--- src/rtl/arb_req_agent.sv ---
// Per-channel request FIFOs feeding one registered output slot on a one-hot grant (1 clk latency).
// Optional GNT_STAT_EN adds saturating per-channel pop counters on gnt_cnt.
module arb_req_agent #(
  parameter int CH    = 3,
  parameter int DW    = 8,
  parameter int DEPTH = 4,
  parameter int IDW   = 2
) (
  input  logic             clk,
  input  logic             srst_n,
  input  logic             en,
  input  logic [CH-1:0]    wr_vld,
  input  logic [CH*DW-1:0] wr_data,
  output logic [CH-1:0]    wr_rdy,
  output logic [CH-1:0]    req_vld,
  input  logic [CH-1:0]    grant,
  output logic             out_vld,
  input  logic             out_ready,
  output logic [DW-1:0]    out_data,
  output logic [IDW-1:0]   out_id,
`ifdef GNT_STAT_EN
  output logic [CH*16-1:0] gnt_cnt,
`endif
  output logic             err_multi
);

  localparam int AW = $clog2(DEPTH);
  localparam int PW = AW + 1;

  logic [DW-1:0]  mem_q [CH][DEPTH];
  logic [PW-1:0]  wp_q [CH];
  logic [PW-1:0]  wp_d [CH];
  logic [PW-1:0]  rp_q [CH];
  logic [PW-1:0]  rp_d [CH];
  logic [CH-1:0]  empty, full, push, pop_vec;
  logic           multi, onehot, slot_free, pop;
  logic [DW-1:0]  head;
  logic [IDW-1:0] pop_id;

  logic           out_vld_q, out_vld_d;
  logic [DW-1:0]  out_data_q, out_data_d;
  logic [IDW-1:0] out_id_q, out_id_d;
  logic           err_q, err_d;

  always_comb begin
    multi     = |(grant & (grant - CH'(1)));
    onehot    = (grant != '0) & ~multi;
    slot_free = ~out_vld_q | out_ready;
    head      = '0;
    pop_id    = '0;
    empty     = '0;
    full      = '0;
    push      = '0;
    for (int i = 0; i < CH; i++) begin
      empty[i] = (wp_q[i] == rp_q[i]);
      full[i]  = (wp_q[i][AW] != rp_q[i][AW]) && (wp_q[i][AW-1:0] == rp_q[i][AW-1:0]);
      push[i]  = wr_vld[i] & ~full[i];
      if (grant[i]) begin
        head   = mem_q[i][rp_q[i][AW-1:0]];
        pop_id = IDW'(i);
      end
    end
    // A pop needs exactly one granted channel that already held data last cycle.
    pop     = en & onehot & (|(grant & ~empty)) & slot_free;
    pop_vec = pop ? grant : '0;
    for (int i = 0; i < CH; i++) begin
      wp_d[i] = wp_q[i] + PW'(push[i]);
      rp_d[i] = rp_q[i] + PW'(pop_vec[i]);
    end

    out_vld_d  = out_vld_q;
    out_data_d = out_data_q;
    out_id_d   = out_id_q;
    if (pop) begin
      out_vld_d  = 1'b1;
      out_data_d = head;
      out_id_d   = pop_id;
    end else if (out_ready) begin
      out_vld_d  = 1'b0;
    end
    err_d = err_q | multi;
  end

  always_ff @(posedge clk) begin
    for (int i = 0; i < CH; i++) begin
      if (push[i]) mem_q[i][wp_q[i][AW-1:0]] <= wr_data[i*DW +: DW];
    end
  end

  always_ff @(posedge clk) begin
    if (!srst_n) begin
      for (int i = 0; i < CH; i++) begin
        wp_q[i] <= '0;
        rp_q[i] <= '0;
      end
      out_vld_q  <= 1'b0;
      out_data_q <= '0;
      out_id_q   <= '0;
      err_q      <= 1'b0;
    end else begin
      for (int i = 0; i < CH; i++) begin
        wp_q[i] <= wp_d[i];
        rp_q[i] <= rp_d[i];
      end
      out_vld_q  <= out_vld_d;
      out_data_q <= out_data_d;
      out_id_q   <= out_id_d;
      err_q      <= err_d;
    end
  end

  assign wr_rdy    = ~full;
  assign req_vld   = {CH{en}} & ~empty;
  assign out_vld   = out_vld_q;
  assign out_data  = out_data_q;
  assign out_id    = out_id_q;
  assign err_multi = err_q;

`ifdef GNT_STAT_EN
  logic [15:0] cnt_q [CH];

  always_ff @(posedge clk) begin
    for (int i = 0; i < CH; i++) begin
      if (!srst_n) cnt_q[i] <= '0;
      else if (pop_vec[i] && cnt_q[i] != 16'hFFFF) cnt_q[i] <= cnt_q[i] + 16'd1;
    end
  end

  for (genvar g = 0; g < CH; g++) begin : g_cnt
    assign gnt_cnt[g*16 +: 16] = cnt_q[g];
  end
`endif

endmodule

--- config.mk ---
export PLATFORM = sky130hd
export DESIGN_NAME = arb_req_agent
export DESIGN_NICKNAME = d
export VERILOG_FILES = /design/src/rtl/arb_req_agent.sv
export SDC_FILE = /design/constraint.sdc
export NUM_CORES = 1
export LEC_CHECK = 0
export BUFFER_PORTS_ARGS = -buffer_cell sky130_fd_sc_hd__buf_2
export CORE_UTILIZATION = 37
export CTS_CLUSTER_SIZE = 28
export DETAILED_ROUTE_END_ITERATION = 10
export SYNTH_ARGS = -nofsm -noshare
export SYNTH_HDL_FRONTEND = slang
export SYNTH_SLANG_ARGS = --single-unit
--- constraint.sdc ---
create_clock -name clk -period 3.38 [get_ports clk]
set_input_delay 0.169 -clock clk [delete_from_list [all_inputs] [get_ports clk]]
set_output_delay 0.169 -clock clk [all_outputs]
set_load 0.05 [all_outputs]
======== Word level (Yosys, flattened, before mapping) ========
Memory sizes are Yosys's and may differ from the RTL's.
Cells that the tools add are included.
operators by class
  $add $sub $neg .......................... 7
  $lt $le $gt $ge ......................... 9
  equal/unequal tests ..................... 9
  mux-type cells .......................... 37
  bitwise gates (word level) .............. 31
  reduce and logical (&&, ||, !) cells .... 10
operators by type and width
  operator               count
  $mux W32               3
  $mux W8                12
  $bmux W8 S2            3
  $demux W8 S2           3
  $mux W3                7
  $add A3 B1 Y3          6
  $ge A3 B3 Y1 const B   6
  $not A2 Y3             6
  $and A3 B3 Y3          3
  $eq A3 B3 Y1           3
  $lt A3 B1 Y1 const B   3
  $mux W1                8
  $or A1 B1 Y1           8
  $and A1 B1 Y1          7
  $eq A2 B2 Y1           3
  $logic_and A1 B1 Y1    6
  $not A3 Y3             2
  $reduce_or A3 Y1       2
  $not A1 Y1             5
  $ne A1 B1 Y1           3
  $reduce_bool A3 Y1     1
  $sub A3 B1 Y3 const B  1
  $mux W2                1
  $reduce_bool A2 Y1     1
word-level totals
  bits in registers ....................... 12
  bits in writable memories ............... 114
  bits of input ports ..................... 34
  output and inout bits ................... 18
  logic and storage cells ................. 110
  memories kept ........................... 3
memory list
  name   words  bits a word  read ports  clocked after memory_dff  wr ports  RTL line  text
  mem_q  3      32           3           0                         3         30        logic [DW-1:0] mem_q [CH][DEPTH];
  rp_q   3      3            3           0                         3         33        logic [PW-1:0] rp_q [CH];
  wp_q   3      3            3           0                         3         31        logic [PW-1:0] wp_q [CH];

======== Depth between registers and ports, before layout ========
Gate-level depths: netlist (run 1).
  depth after elaboration ................. 11
  gate-level depth with buffers ........... 10
  depth with buffers taken out ............ 8

======== Least setup slack after synthesis (run 1) ========
No wires, ideal clock.
  kind .................................... register to register
  start point ............................. memory rp_q[0][0] in the netlist's numbering
  end point ............................... memory mem_q[0][10] in the netlist's numbering, enable pin
  arrival time ............................ 2.079 ns
  required time ........................... 2.995 ns
  slack ................................... 0.915 ns
  cell stages (with the launch flop) ...... 6
  period minus slack after synthesis ...... 2.465 ns
  cell sequence ........................... dfxtp_1 > buf_6 > xor2_1 > or3_1 > nand2_1 > nor3b_1
RTL lines
  element          RTL line
  start, declared  33
  end, declared    30

==> out/qor.csv, run 1 <==
metric,value,unit
run status,finished clean,
number of design rule violations left after detail routing,0,
top post-synthesis cells by area,"edfxtp_1 (55%), dfxtp_1 (12%), mux4_2 (8.2%)",
core footprint,13510,um^2
CP max FO,12,
R2R cell count,9,
power density cells,614.2,nW/um^2
Syn-to-layout area delta,25.64,%
static leakage,2.453,nW
number of antenna violations at the first check in global routing,2,
proportion of layout cells with a drive suffix above 1,0.3119,
dominant register cell in the synthesized netlist,edfxtp_1,
peak per-stage delay on the critical path,0.65,ns
critical hold path startpoint,grant[1],
share of the clock period used by the worst path,0.7430,
TritonCTS clock tree,done,
count of different cell masters after synthesis,31,
final worst slack,0.8687,ns
Yosys top cell by area,edfxtp_1,
max-slew violation total from the final report,0,
startpoint of the worst register-to-register path,rp_q[0][7],
worst-margin pin slew,0.6494,ns
number of vias in the routed layout,2829,
worst clock skew,0.006624,ns
relative contribution of combinational cells to total power,0.088,
Post-synth ARST share,0,
clk buf depth,2,
shortest period the worst path allows,2.511,ns
post-CTS clock slew at the launch and capture registers of the worst setup and hold paths,0.06,ns
portion of the post-synthesis area used by sequential elements,0.6691,
switching share of total power,0.2221,
fraction of power consumed by the clock network,0.470,
Min-Delay Path Class,input port to register,
average wire length per cell after detail routing,17.33,um
number of vias per cell,4.869,
Cell Rows,42,
die area,14550,um^2
tightest slew margin relative to the limit,0.5662,
Cells after Synth,299,
TritonCTS Buffers,17,
flip-flop and latch count after synthesis,126,
Internal,3.125,mW
die height,120.6,um
Initial Util,0.3855,
Post-CTS Setup Repair Bufs,0,
total of endpoints with negative setup slack in the final report,0,
# Max-Cap Violations,0,
Mapped Nets,345,
global placement routability congestion,0.7489,
Total Routed Length,10070,um
total gr overflow,0,
largest net degree at the start of global routing,41,
unrepaired setup endpoints after global routing,false,
number of flops mapped to enable cells by yosys,96,
Detailed Route Iter0 Violations,134,
Post-Place Setup Slack,0.8384,ns
IO Pins,52,
number of H-tree branching levels,4,
share of Yosys cell area claimed by the top area cell type,0.5537,
number of buffer cells added on primary ports,51,
CP startpoint kind,register,
cells along the critical path,xor2_2 > o31ai_2 > a311oi_4 > buf_4 > and2_1 > ha_1 > ha_1 > xor2_1 > and2_1,
top achievable clock speed,398.2,MHz
critical-path cell with the highest stage delay,dfxtp_1,
count of cells along the worst hold path,3,
part of the power in registers,0.442,
gr usage total,0.1531,
"commonest non-fill, non-tap cells in the layout","edfxtp_1 (96), buf_2 (51), dfxtp_1 (30), dlygate4sd3_1 (24), and2_1 (21)",
first-pass GRT wire length,15860,um
clk_lat worst skew,0.41,ns
Avg Inst Size Synth,17.41,um^2
type of destination of the critical path,register,
width of the chip,120.6,um
Final Hold Viols,0,
clk root buf,clkbuf_16,
number of global-route vias before repair,2948,
data arrival time of the critical path,2.81,ns
Peak supply drop,0.3306,mV
count of fill cells added during filler insertion,1111,
Setup Total Neg Slack,0,ns
sink count of the clock tree,126,
yosys warns,0,
post-CTS sizing,0,
"antenna viol nets, final",0,
switching component of the power,0.8924,mW
number of detailed-route iterations in the first pass,4,
most common library cell in the layout ignoring fill and taps,edfxtp_1,
final-stage net count,438,
mapped cell area,5206,um^2
hold-fix buffers at CTS,24,
HPWL after detailed placement,6846,um
required time at the worst-slack endpoint,3.68,ns
launching instance or port of the critical path,rp_q[0][7],
critical path class,register to register,
cell type report:
type / instances / area, um^2 / area share
clock buffers: 17 / 425.4 / 0.06503
inverters: 3 / 11.26 / 0.001722
diodes: 1 / 2.502 / 0.0003826
repair buffers: 89 / 600.6 / 0.09181
clock inverters: 14 / 191.4 / 0.02927
multi-input cells: 155 / 1607 / 0.2456
flip-flops and latches: 126 / 3483 / 0.5325
well taps: 176 / 220.2 / 0.03366
cell usage after synthesis, drive strengths merged, types with 2 or more instances:
library cell / instances
a221o: 8
and2: 21
and3: 3
buf: 8
clkbuf: 7
dfxtp: 30
edfxtp: 96
ha: 12
inv: 3
mux2i: 10
mux4: 24
nand2: 15
nand2b: 8
nand3: 8
nor2b: 3
nor3: 3
nor3b: 6
o21a: 2
o31a: 3
o31ai: 3
or3: 3
xnor2: 3
xor2: 15
logic make-up after synthesis:
| logic type | Yosys count | synth area share |
|---|---|---|
| and+or+nand+nor | 70 | 0.07570 |
| xor gates and xnor gates | 18 | 0.03461 |
| muxes | 34 | 0.1267 |
| AOI/OAI and AO/OA | 20 | 0.04086 |
| adders and majority gates | 13 | 0.03076 |
| buffers and inverters | 18 | 0.02235 |
| DFF | 126 | 0.6691 |
layer usage:
| metal | track usage | up-vias | routed length (um) |
|---|---|---|---|
| met1 | 0.1876 | 1406 | 4551 |
| met4 | 0.06790 | 2 | 184 |
| met5 | 0 | - | 8 |
| met2 | 0.2500 | 54 | 4897 |
| met3 | 0.04575 | 16 | 428 |
| li1 | - | 1351 | - |
state kept, by name, indices dropped and copies added (netlist names):
| name | cells |
|---|---|
| out_vld | 1 |
| out_data | 8 |
| wp_q | 9 |
| err_multi | 1 |
| mem_q | 96 |
| out_id | 2 |
| rp_q | 9 |
power by group through the flow:
stage	Combinational [mW]	Clock, mW	Sequential, mW
after floorplan	0.196	0	1.83
after global placement	0.332	0	1.81
after detailed placement	0.337	0	1.81
after CTS	0.361	1.92	1.78
after global routing	0.386	1.98	1.78
final	0.354	1.89	1.78
stage by stage:
| step | cells | power (mW) | hold slack [ns] | instance area [um^2] | util |
|---|---|---|---|---|---|
| after CTS | 580 | 4.055 | 0.1414 | 6539 | 0.4842 |
| after detailed placement | 525 | 2.146 | 0.3871 | 5682 | 0.4207 |
| after floorplan | 299 | 2.028 | 0.2679 | 5206 | - |
| after global placement | 525 | 2.138 | 0.3816 | 5682 | 0.4207 |
| final | 581 | 4.018 | 0.1641 | 6541 | 0.4843 |
| after global routing | 581 | 4.153 | 0.1819 | 6541 | 0.4843 |
critical path, delay by kind of cell, from the launching register on:
| kind | cells | cell delay (ns) |
|---|---|---|
| compound gates | 2 | 0.49 |
| flops | 1 | 0.65 |
| simple gates | 2 | 0.32 |
| fa+ha+maj | 2 | 0.39 |
| xor+xnor | 2 | 0.32 |
| buf+inv | 1 | 0.23 |
path summary, 6_finish.rpt:
kind	end	slack, ns
max reg2reg	rp_q[0][5]	0.87
max	rp_q[0][5]	0.87
min	out_id[0]	0.16
min reg2reg	out_data[5]	0.46
No activity file was read; power rests on OpenSTA's default activity.
==> run 2, diff against run 1 <==
==> constraint.sdc (replaced) <==
create_clock -name clk -period 2.5 [get_ports clk]
set_input_delay 0.125 -clock clk [delete_from_list [all_inputs] [get_ports clk]]
set_output_delay 0.125 -clock clk [all_outputs]
set_load 0.05 [all_outputs]
==> run 2 against run 1 <==
Net effect:
- final cell count up 1.2%
- critical path type unchanged
- highest routed layer is now met4
- critical path depth is 1 lower
- largest cell class unchanged
- die area stayed put
- combinational power is 37% higher
- non-clock buffer count is 6 higher
- maximum frequency up 16%
- flip-flop and latch count stayed put
- sequential share of layout area up 0.051 points
==> out/qor.csv, run 2 (same netlist as run 1, synthesis figures left out) <==
metric,value,unit,change
total of endpoints with negative setup slack in the final report,0,,unchanged
first-pass GRT wire length,15750,um,-0.66%
Detailed Route Iter0 Violations,132,,-1.5%
most common library cell in the layout ignoring fill and taps,edfxtp_1,,
Setup Total Neg Slack,0,ns,unchanged
gr usage total,0.1519,,-0.001187
die height,120.6,um,unchanged
hold-fix buffers at CTS,24,,unchanged
fraction of power consumed by the clock network,0.449,,-0.021
CP max FO,6,,-6
# Max-Cap Violations,0,,unchanged
Cell Rows,42,,unchanged
number of global-route vias before repair,2963,,+0.51%
post-CTS clock slew at the launch and capture registers of the worst setup and hold paths,0.05,ns,about the same
cells along the critical path,xor2_2 > o31ai_2 > a311oi_4 > and2_1 > ha_1 > ha_1 > xor2_1 > and2_1,,
max-slew violation total from the final report,0,,unchanged
number of vias per cell,4.821,,-0.98%
run status,finished clean,,
relative contribution of combinational cells to total power,0.092,,+0.004
CP startpoint kind,register,,
clk buf depth,2,,unchanged
power density cells,801.6,nW/um^2,+31%
required time at the worst-slack endpoint,2.79,ns,-0.89 ns
top achievable clock speed,463.5,MHz,+16%
Initial Util,0.3855,,unchanged
type of destination of the critical path,register,,
"commonest non-fill, non-tap cells in the layout","edfxtp_1 (96), buf_2 (51), dfxtp_1 (30), dlygate4sd3_1 (24), and2_1 (21)",,
average wire length per cell after detail routing,16.79,um,-3.1%
number of H-tree branching levels,4,,unchanged
number of detailed-route iterations in the first pass,4,,unchanged
static leakage,2.471,nW,+0.73%
switching share of total power,0.2131,,-0.008982
sink count of the clock tree,126,,unchanged
IO Pins,52,,unchanged
register cell area after layout,3483,um^2,unchanged
data arrival time of the critical path,2.45,ns,-0.36 ns
post-CTS sizing,0,,unchanged
TritonCTS clock tree,done,,
number of buffer cells added on primary ports,51,,unchanged
global placement routability congestion,0.7312,,-2.4%
total gr overflow,0,,unchanged
Syn-to-layout area delta,25.52,%,about the same
overall power,5.238,mW,+30%
width of the chip,120.6,um,unchanged
tightest slew margin relative to the limit,0.5829,,+0.01667
worst hold margin,0.1147,ns,-0.04943 ns
worst clock skew,0.005289,ns,-0.001335 ns
number of antenna violations at the first check in global routing,0,,-2
"antenna viol nets, final",0,,unchanged
core footprint,13510,um^2,unchanged
final standard cell area without fillers,6535,um^2,about the same
peak per-stage delay on the critical path,0.45,ns,-0.20 ns
number of vias in the routed layout,2835,,+0.21%
flip-flop count of the largest register after layout,96,,unchanged
Min-Delay Path Class,input port to register,,
clk root buf,clkbuf_16,,
number of design rule violations left after detail routing,0,,unchanged
Final Hold Viols,0,,unchanged
worst-margin pin slew,0.6257,ns,-0.02366 ns
count of fill cells added during filler insertion,1158,,+4.2%
share of the clock period used by the worst path,0.8630,,+0.1200
TritonCTS Buffers,17,,unchanged
die area,14550,um^2,unchanged
proportion of layout cells with a drive suffix above 1,0.3041,,-0.007745
switching component of the power,1.117,mW,+25%
Peak supply drop,0.4049,mV,+22%
clk_lat worst skew,0.40,ns,about the same
Total Routed Length,9871,um,-2.0%
shortest period the worst path allows,2.158,ns,-0.3538 ns
Post-CTS Setup Repair Bufs,0,,unchanged
critical path class,register to register,,
Internal,4.122,mW,+32%
unrepaired setup endpoints after global routing,false,,
part of the power in registers,0.459,,+0.017
Area after DPL,5727,um^2,+0.79%
largest net degree at the start of global routing,41,,unchanged
HPWL after detailed placement,6867,um,+0.31%
critical-path cell with the highest stage delay,dfxtp_1,,
final-stage net count,444,,+1.4%
footprint of the multi-input gates,1607,um^2,unchanged
## run 2: final cells by class
class,instances,area share
flip-flops and latches,126,0.5330
multi-input cells,155,0.2458
repair buffers,95,0.09879
clock buffers,23,0.06854
well taps,176,0.03370
clock inverters,9,0.01800
inverters,3,0.001723
diodes,1,0.0003829
## run 2: path summary, 6_finish.rpt
path                            startpoint         end  slack, ns  cells after the start
worst max-delay path            wp_q[0][3]  rp_q[0][5]       0.34                      8
worst min-delay path             out_ready     out_vld       0.11                      3
worst max register to register  wp_q[0][3]  rp_q[0][5]       0.34                      8
worst min register to register   out_id[1]   out_id[1]       0.45                      2
## run 2: worst max-delay path, delay by kind of cell (launching register included)
kind            cells  cell delay [ns]
compound gates      2             0.57
simple gates        2             0.35
flops               1             0.45
fa+ha+maj           2             0.39
xor+xnor            2             0.28
## run 2: power groups by stage
stage,sequential [mW],combinational (mW),clock [mW]
floorplan,2.48,0.265,0
global placement,2.44,0.457,0
detailed placement,2.45,0.464,0
CTS,2.40,0.494,2.40
global route,2.41,0.528,2.48
finish,2.40,0.484,2.35
## run 2: metrics by stage
stage	util	std cells	setup slack (ns)
floorplan	-	299	0.03531
global placement	0.4240	531	0.4253
detailed placement	0.4240	531	0.3568
finish	0.4839	588	0.3425
CTS	0.4837	587	0.3415
global route	0.4837	587	0.2405
## run 2: routing by layer
layer / global-route usage / vias to the layer above / wire length (um)
met5: 0 / - / 0
met4: 0.07716 / 0 / 210
met3: 0.04764 / 14 / 394
met2: 0.2389 / 58 / 4759
met1: 0.1887 / 1401 / 4506
li1: - / 1362 / -
==> run 3, diff against run 2 <==
--- a/config.mk
+++ b/config.mk
@@ -6,6 +6,7 @@
 export NUM_CORES = 1
 export LEC_CHECK = 0
 export BUFFER_PORTS_ARGS = -buffer_cell sky130_fd_sc_hd__buf_2
+export CORE_MARGIN = 5
 export CORE_UTILIZATION = 37
 export CTS_CLUSTER_SIZE = 28
 export DETAILED_ROUTE_END_ITERATION = 10
==> run 3 against run 2 <==
Net effect:
- sequential share of layout area is 0.49 points lower
- clock skew is 0.0031 ns higher
- largest power group is now clock
- utilization is 0.69 points lower
- power is 5.6% higher
- non-clock buffer count is 3 lower
- combinational power is 1% lower
- design area is 0.92% higher
==> out/qor.csv, run 3 (same netlist as run 1, synthesis figures left out) <==
metric,value,unit,change
run status,finished clean,,
number of buffer cells added on primary ports,51,,unchanged
IO Pins,52,,unchanged
average wire length per cell after detail routing,17.23,um,+2.6%
worst-margin pin slew,0.6195,ns,-0.006197 ns
critical hold path startpoint,out_ready,,
launching instance or port of the critical path,wp_q[0][3],,
gr usage total,0.1317,,-0.02017
Syn-to-layout area delta,26.68,%,
Initial Util,0.3765,,-0.008965
total of endpoints with negative setup slack in the final report,0,,unchanged
number of vias per cell,4.825,,about the same
"commonest non-fill, non-tap cells in the layout","edfxtp_1 (96), buf_2 (51), dfxtp_1 (30), dlygate4sd3_1 (24), and2_1 (21)",,
Peak supply drop,0.4616,mV,+14%
HPWL after detailed placement,7010,um,+2.1%
# Max-Cap Violations,0,,unchanged
final design utilization,0.4770,,-0.006910
number of design rule violations left after detail routing,0,,unchanged
unrepaired setup endpoints after global routing,false,,
number of global-route vias before repair,3022,,+2.0%
Post-Place Setup Slack,0.3965,ns,+0.03979 ns
tightest slew margin relative to the limit,0.5870,,+0.004131
die height,128.6,um,+6.6%
cells along the critical path,xor2_2 > o31ai_2 > a311oi_4 > and2_1 > ha_1 > ha_1 > xor2_1 > and2_1,,
number of H-tree branching levels,4,,unchanged
final worst slack,0.3725,ns,+0.03002 ns
data arrival time of the critical path,2.43,ns,-0.02 ns
largest net degree at the start of global routing,41,,unchanged
most common library cell in the layout ignoring fill and taps,edfxtp_1,,
Final Hold Viols,0,,unchanged
Total Routed Length,10130,um,+2.6%
critical path class,register to register,,
CP Buf/Inv Count,0,,unchanged
number of antenna violations at the first check in global routing,0,,unchanged
power density cells,838.6,nW/um^2,+4.6%
shortest period the worst path allows,2.127,ns,-0.03002 ns
share of the clock period used by the worst path,0.8510,,-0.01201
CP max FO,6,,unchanged
sink count of the clock tree,126,,unchanged
number of vias in the routed layout,2837,,+0.071%
static leakage,2.490,nW,+0.77%
clk buf depth,2,,unchanged
clk_lat worst skew,0.41,ns,about the same
Inserted Diodes,0,,-1
"CP delay by family, top",compound AO/OA/AOI/OAI gates,,
count of fill cells added during filler insertion,1184,,+2.2%
number of detailed-route iterations in the first pass,4,,unchanged
Cell Rows,43,,+2.4%
CP startpoint kind,register,,
"antenna viol nets, final",0,,unchanged
max-slew violation total from the final report,0,,unchanged
final-stage net count,441,,-0.68%
worst hold margin,0.09811,ns,-0.01660 ns
startpoint of the worst register-to-register path,wp_q[0][3],,
required time at the worst-slack endpoint,2.80,ns,about the same
total gr overflow,0,,unchanged
die area,16540,um^2,+14%
overall power,5.530,mW,+5.6%
Min-Delay Path Class,input port to register,,
peak per-stage delay on the critical path,0.44,ns,about the same
Setup Total Neg Slack,0,ns,unchanged
core footprint,13830,um^2,+2.4%
post-CTS clock slew at the launch and capture registers of the worst setup and hold paths,0.06,ns,about the same
global placement routability congestion,0.7233,,-1.1%
flip-flop count of the largest register after layout,96,,unchanged
worst clock skew,0.008364,ns,+0.003075 ns
critical-path cell with the highest stage delay,dfxtp_1,,
type of destination of the critical path,register,,
width of the chip,128.6,um,+6.6%
clk root buf,clkbuf_16,,
top achievable clock speed,470.0,MHz,+1.4%
TritonCTS clock tree,done,,
TritonCTS Buffers,17,,unchanged
Detailed Route Iter0 Violations,107,,-19%
first-pass GRT wire length,16190,um,+2.8%
proportion of layout cells with a drive suffix above 1,0.3186,,+0.01449
run 3: worst min-delay path, cell delays in order:
cell and delay [ns]:
buf_2 0.08, nor2b_1 0.07, o21a_1 0.19
run 3: report_power, final:
part	switching, mW	internal [mW]	total, mW
logic	0.274	0.205	0.479
registers	0.0397	2.36	2.40
clock network	0.888	1.76	2.65
total	1.20	4.33	5.53
run 3: per-layer routing:
| metal | vias up | track usage | wire length, um |
|---|---|---|---|
| met5 | - | 0 | 0 |
| met4 | 0 | 0.05559 | 179 |
| met3 | 13 | 0.03487 | 361 |
| met2 | 49 | 0.2173 | 5081 |
| met1 | 1421 | 0.1649 | 4508 |
| li1 | 1354 | - | - |
run 3: what timing repair did:
action / CTS / global route
buffers inserted: 0 / 0
resized for setup: 0 / 0
hold buffers: 24 / 0
hold endpoints to repair: 96 / 0
run 3: per-stage QoR:
stage | instance area [um^2] | std cells
after floorplan | 5206 | 299
after global placement | 5709 | 532
after detailed placement | 5709 | 532
after CTS | 6595 | 588
after global routing | 6595 | 588
final | 6595 | 588
run 3: worst paths after layout:
check | to | slack, ns | cells past startpoint
setup / recovery | rp_q[0][5] | 0.37 | 8
setup reg to reg | rp_q[0][5] | 0.37 | 8
hold reg to reg | out_data[1] | 0.45 | 2
hold / removal | out_vld | 0.1 | 3
run 3: layout make-up:
type | count | area [um^2] | share of cell area
flip-flops and latches | 126 | 3483 | 0.5282
multi-input cells | 155 | 1607 | 0.2436
clock inverters | 15 | 220.2 | 0.03339
well taps | 180 | 225.2 | 0.03415
repair buffers | 92 | 623.1 | 0.09448
inverters | 3 | 11.26 | 0.001707
clock buffers | 17 | 425.4 | 0.06450
